### config.mk
export PLATFORM = sky130hd
export DESIGN_NAME = little_box_sequencer
export DESIGN_NICKNAME = d
export VERILOG_FILES = /design/src/rtl/little_box_pkg.sv /design/src/rtl/little_box_sequencer.sv
export SDC_FILE = /design/constraint.sdc
export NUM_CORES = 1
export LEC_CHECK = 0
export ABC_AREA = 1
export CORE_ASPECT_RATIO = 1.1
export CORE_UTILIZATION = 30
export CTS_BUF_LIST = sky130_fd_sc_hd__clkbuf_4 sky130_fd_sc_hd__clkbuf_8 sky130_fd_sc_hd__clkbuf_16
export DETAILED_ROUTE_END_ITERATION = 7
export PLACE_DENSITY = 0.5
export REMOVE_ABC_BUFFERS = 1
export SLEW_MARGIN = 20
export SYNTH_ARGS = -nofsm -noshare
export SYNTH_HDL_FRONTEND = slang
export SYNTH_SLANG_ARGS = --single-unit
### constraint.sdc
create_clock -name clk -period 4.4 [get_ports clk]
set_clock_uncertainty 0.15 [all_clocks]
set_input_delay 0.88 -clock clk [delete_from_list [all_inputs] [get_ports clk]]
set_output_delay 0.88 -clock clk [all_outputs]
set_load 0.1 [all_outputs]
### src/rtl/little_box_pkg.sv
// little_box_pkg
//   Shared types for the little_box_sequencer command engine.
//   box_op_e : command opcode carried on cmd_op
//   state_e  : sequencer state; each non-IDLE/RSP state is one box access cycle
//   BOX_ENTRIES : number of entries in the attached register box
package little_box_pkg;

  typedef enum logic [1:0] {
    OP_WRITE = 2'b00,
    OP_READ  = 2'b01,
    OP_COPY  = 2'b10,
    OP_SWAP  = 2'b11
  } box_op_e;

  typedef enum logic [2:0] {
    S_IDLE = 3'd0,
    S_RD_A = 3'd1,
    S_RD_B = 3'd2,
    S_WR_A = 3'd3,
    S_WR_B = 3'd4,
    S_RSP  = 3'd5
  } state_e;

  localparam int BOX_ENTRIES = 4;

endpackage

### src/rtl/little_box_sequencer.sv
// little_box_sequencer
//   Initiator-side command engine for a 4-entry register box. Takes one
//   WRITE/READ/COPY/SWAP command at a time, sequences the box's save/load
//   cycles, and returns one response per command.
//
//   Handshakes: a transfer happens on a posedge where valid && ready are both
//   high. The producer holds valid and payload stable until that edge; the
//   consumer may drive ready independently of valid. cmd_ready is high only
//   in IDLE; rsp_valid is high only in RSP and never drops before rsp_ready.
//
// Ports
//   clk, rst_n              clock, asynchronous active-low reset
//   cmd_valid/ready         command handshake
//   cmd_op/a/b/data         command payload (op, source, destination, data)
//   rsp_valid/ready/data    response handshake and payload
//   box_save/load/addr/in   registered box strobes, address and write data
//   box_out                 combinational box read data
//   busy                    high whenever the engine is not in IDLE
module little_box_sequencer
  import little_box_pkg::*;
#(
  parameter int DATA_W = 8,
  parameter int ADDR_W = 2
) (
  input  logic              clk,
  input  logic              rst_n,
  input  logic              cmd_valid,
  output logic              cmd_ready,
  input  logic [1:0]        cmd_op,
  input  logic [ADDR_W-1:0] cmd_a,
  input  logic [ADDR_W-1:0] cmd_b,
  input  logic [DATA_W-1:0] cmd_data,
  output logic              rsp_valid,
  input  logic              rsp_ready,
  output logic [DATA_W-1:0] rsp_data,
  output logic              box_save,
  output logic              box_load,
  output logic [ADDR_W-1:0] box_addr,
  output logic [DATA_W-1:0] box_in,
  input  logic [DATA_W-1:0] box_out,
  output logic              busy
);

  state_e              r_state;
  box_op_e             r_op;
  logic [ADDR_W-1:0]   r_a;
  logic [ADDR_W-1:0]   r_b;
  logic [DATA_W-1:0]   r_data;
  logic [DATA_W-1:0]   r_t0;
  logic [DATA_W-1:0]   r_t1;
  logic                r_cmd_ready;
  logic                r_rsp_valid;
  logic [DATA_W-1:0]   r_rsp_data;
  logic                r_box_save;
  logic                r_box_load;
  logic [ADDR_W-1:0]   r_box_addr;
  logic [DATA_W-1:0]   r_box_in;
  logic                r_busy;

  logic                w_accept;
  state_e              w_state_nxt;
  // Effective command fields: on the accept edge the live command inputs are
  // used, so the first state's strobes can be registered on that same edge.
  box_op_e             w_op;
  logic [ADDR_W-1:0]   w_a;
  logic [ADDR_W-1:0]   w_b;
  logic [DATA_W-1:0]   w_data;
  // Temporaries as they will be after this edge; a read captured now feeds
  // the write strobe registered on the same edge.
  logic [DATA_W-1:0]   w_t0_nxt;
  logic [DATA_W-1:0]   w_t1_nxt;

  assign w_accept = (r_state == S_IDLE) && cmd_valid;
  assign w_op     = w_accept ? box_op_e'(cmd_op) : r_op;
  assign w_a      = w_accept ? cmd_a    : r_a;
  assign w_b      = w_accept ? cmd_b    : r_b;
  assign w_data   = w_accept ? cmd_data : r_data;
  assign w_t0_nxt = (r_state == S_RD_A) ? box_out : r_t0;
  assign w_t1_nxt = (r_state == S_RD_B) ? box_out : r_t1;

  always_comb begin
    w_state_nxt = r_state;
    case (r_state)
      S_IDLE: if (cmd_valid) w_state_nxt = (w_op == OP_WRITE) ? S_WR_A : S_RD_A;
      S_RD_A: begin
        case (r_op)
          OP_COPY: w_state_nxt = S_WR_B;
          OP_SWAP: w_state_nxt = S_RD_B;
          default: w_state_nxt = S_RSP;
        endcase
      end
      S_RD_B: w_state_nxt = S_WR_A;
      S_WR_A: w_state_nxt = (r_op == OP_SWAP) ? S_WR_B : S_RSP;
      S_WR_B: w_state_nxt = S_RSP;
      S_RSP:  if (rsp_ready) w_state_nxt = S_IDLE;
      default: w_state_nxt = S_IDLE;
    endcase
  end

  // All outputs are decoded from the next state so they are glitch-free
  // registers that line up exactly with the state they belong to.
  always_ff @(posedge clk or negedge rst_n) begin
    if (!rst_n) begin
      r_state     <= S_IDLE;
      r_op        <= OP_WRITE;
      r_a         <= '0;
      r_b         <= '0;
      r_data      <= '0;
      r_t0        <= '0;
      r_t1        <= '0;
      r_cmd_ready <= 1'b1;
      r_rsp_valid <= 1'b0;
      r_rsp_data  <= '0;
      r_box_save  <= 1'b0;
      r_box_load  <= 1'b0;
      r_box_addr  <= '0;
      r_box_in    <= '0;
      r_busy      <= 1'b0;
    end else begin
      r_state <= w_state_nxt;
      if (w_accept) begin
        r_op   <= w_op;
        r_a    <= cmd_a;
        r_b    <= cmd_b;
        r_data <= cmd_data;
      end
      r_t0 <= w_t0_nxt;
      r_t1 <= w_t1_nxt;

      r_cmd_ready <= (w_state_nxt == S_IDLE);
      r_busy      <= (w_state_nxt != S_IDLE);
      r_rsp_valid <= (w_state_nxt == S_RSP);
      // Payload is captured once on entry to RSP and held through backpressure.
      if ((w_state_nxt == S_RSP) && (r_state != S_RSP))
        r_rsp_data <= (w_op == OP_WRITE) ? w_data : w_t0_nxt;

      r_box_save <= 1'b0;
      r_box_load <= 1'b0;
      r_box_addr <= '0;
      r_box_in   <= '0;
      case (w_state_nxt)
        S_RD_A: begin
          r_box_load <= 1'b1;
          r_box_addr <= w_a;
        end
        S_RD_B: begin
          r_box_load <= 1'b1;
          r_box_addr <= w_b;
        end
        S_WR_A: begin
          r_box_save <= 1'b1;
          r_box_addr <= w_a;
          r_box_in   <= (w_op == OP_WRITE) ? w_data : w_t1_nxt;
        end
        S_WR_B: begin
          r_box_save <= 1'b1;
          r_box_addr <= w_b;
          r_box_in   <= w_t0_nxt;
        end
        default: ;
      endcase
    end
  end

  assign cmd_ready = r_cmd_ready;
  assign rsp_valid = r_rsp_valid;
  assign rsp_data  = r_rsp_data;
  assign box_save  = r_box_save;
  assign box_load  = r_box_load;
  assign box_addr  = r_box_addr;
  assign box_in    = r_box_in;
  assign busy      = r_busy;

endmodule

==> metrics.cfg <==
[routing]
drc_errors = 0
drt_iter0_drc = 75
drt_first_pass_iters = 4
detail-route-antenna-nets = 0
vias_per_cell = 4.390
drt_wl_total_mm = 5.792
vias = 1993
avgRoutedWirePerCell_microns = 12.76

[run]
drv_cap = 0

[setup_path]
cp-end-kind = primary output
cp.arrival_ns = 1.95
critPathTopFamily = buffers and inverters
slowest_stage = clkdlybuf4s50_1
cp.buffers_inverters = 1
path_cells = clkdlybuf4s50_1
required_ns = 3.37
crit_fanout = 1
worstSetupPathType = reg -> out
startpoint_type = flop
slowest_delay_ns = 1.12

[timing]
slew_headroom_pct = 34.83
setup_tns_ns = 0
period_minus_slack_ns = 2.980
fin_crit_sh_pct = 67.74
setup_viol = 0
finalHoldViolCount = 0
rsz0062_at_grt = no
fmax_ghz = 0.3355
finalMaxSlewViolations = 0
worst_slew_pin_slew_ns = 0.9745

[status]
status = complete, no violations

[placed_design]
gp_congestion = 0.7910
dp_hpwl_mm = 4.208
numPortBuffers = 48

[die]
coreArea_sq_um = 8408
die_h_microns = 99.78
design.die.area_sq_um = 9069
std_cell_rows = 35
start_util_pct = 31.01
die-width_microns = 90.89
io_pins = 49

[finish]
areaGrowthSynthToFinish_pct = 25.48
fin_nets = 368
drive_above_1_share_pct = 13.99
antenna_cells = 0

[clock_network]
cts_buffers = 5
post_cts_buffers = 0
cts_hold_buf = 0
cts.sinks = 56
clock_latency_ns = 0.31
clkTransAtPathRegs_ns = 0.10
cts_resized = 0
root_buffer = clkbuf_8
tritoncts = yes
h-tree-depth = 2
clock_path_buffers = 2

[global_route]
grt_usage_pct = 14.12
grt_pass1_vias = 1947
grt_overflow = 0
grt_first_pass_wirelength_mm = 10.05
antenna_found_initial = 0
grt_max_degree = 35

[logic_synthesis]
synthCells = 294
synth_ff_type = dfrtp_1
ys_ff_latch = 56
yosysTopAreaCell = dfrtp_1
async_flop_share_pct = 100.0
yosys_warnings = 0
synth-edff-count = 0
synth.avg_cell_area_sq_um = 8.869
netlist.area_leader.share_pct = 52.78
seq_area_frac_synth_pct = 53.79
synthesis.area_sq_um = 2608
synthTopCellsByArea = dfrtp_1 (53%), nand2_1 (18%), nand3_1 (6.5%)
ys_types = 23

[hold_path]
hold_path_class = reg -> reg

[cell type report]
type | count | area, sq um
inverters | 24 | 90.09
clock inverters | 3 | 47.55
flip-flops and latches | 56 | 1403
clock buffers | 5 | 68.82
well taps | 111 | 138.9
repair buffers | 49 | 483.0
multi-input cells | 206 | 1041
fillers | 877 | 5136
[kinds of logic after synthesis]
kind of cell | count (synthesis) | synth area share (%)
compound gates | 19 | 5.134
buf+inv | 32 | 6.286
flops | 56 | 53.79
simple gates | 187 | 34.79
[metrics by stage]
step                      worst slack, ns  hold WS (ns)  cells  cell area [sq um]  utilization [%]
final                               1.420        0.3290    454               3272            38.91
after global routing                1.384        0.3549    454               3272            38.91
after CTS                           1.404        0.3321    454               3272            38.91
after detailed placement            1.565        0.3087    446               3156            37.53
after global placement              1.575        0.3119    446               3156            37.53
after floorplan                     2.317        0.2879    286               2534                -
[worst paths after layout]
path | from | endpoint | slack [ns] | cells after the start
worst max-delay path | cmd_ready | cmd_ready | 1.42 | 1
worst min-delay path | r_b[0] | r_b[0] | 0.33 | 2
worst max register to register | r_state[0] | rsp_data[7] | 2.43 | 7
worst min register to register | r_b[0] | r_b[0] | 0.33 | 2
max in group asynchronous | rst_n | rsp_data[1] | 2.80 | 2
min in group asynchronous | rst_n | box_addr[1] | 0.48 | 1
[worst register-to-register path, delay by kind of cell (launching register included)]
| family | cells | cell delay (ns) |
|---|---|---|
| flip-flops | 1 | 0.50 |
| AND/OR/NAND/NOR | 7 | 1.27 |
[cell usage after synthesis (2+ instances only)]
master and number:
nand3_1 34, nand4_1 4, buf_6 5, o21ai_2 10, nand2_4 5, inv_1 20, o21ai_1 7, inv_2 4
dfrtp_1 55, nand2_1 125, buf_2 2, nand2_2 4, nor2_4 6, nor2_2 4
[routing by layer]
layer	vias up	routed length (microns)	part of all wire, %	GRT usage [%]
met2	38	2666	46	23.14
met5	-	0	0	0
li1	1025	-	-	-
met4	0	85	1.5	4.762
met1	925	2844	49	19.27
met3	5	195	3.4	2.045
[cells in the final DEF (no fill, tap or decap), drive strengths merged]
cell and instances:
buf 2, bufinv 1, clkbuf 5, clkdlybuf4s50 47
clkinv 2, dfrtp 55, dfstp 1, inv 24
nand2 134, nand3 36, nand4 4, nor2 11
nor3 2, o21ai 18, o22ai 1
[registers in the layout, indices dropped and copies added (netlist names)]
| signal | flops |
|---|---|
| rsp_data | 8 |
| r_state | 3 |
| r_t0 | 8 |
| r_a | 2 |
| r_op | 2 |
| r_b | 2 |
| box_in | 8 |
| busy | 1 |
| box_addr | 2 |
| box_save | 1 |
| box_load | 1 |
| r_t1 | 8 |
| r_data | 8 |
| rsp_valid | 1 |
| cmd_ready | 1 |
Power is left out: the tool's default activity adds up to more than one toggle a clock period on the data nets, which glitch-free logic cannot reach.
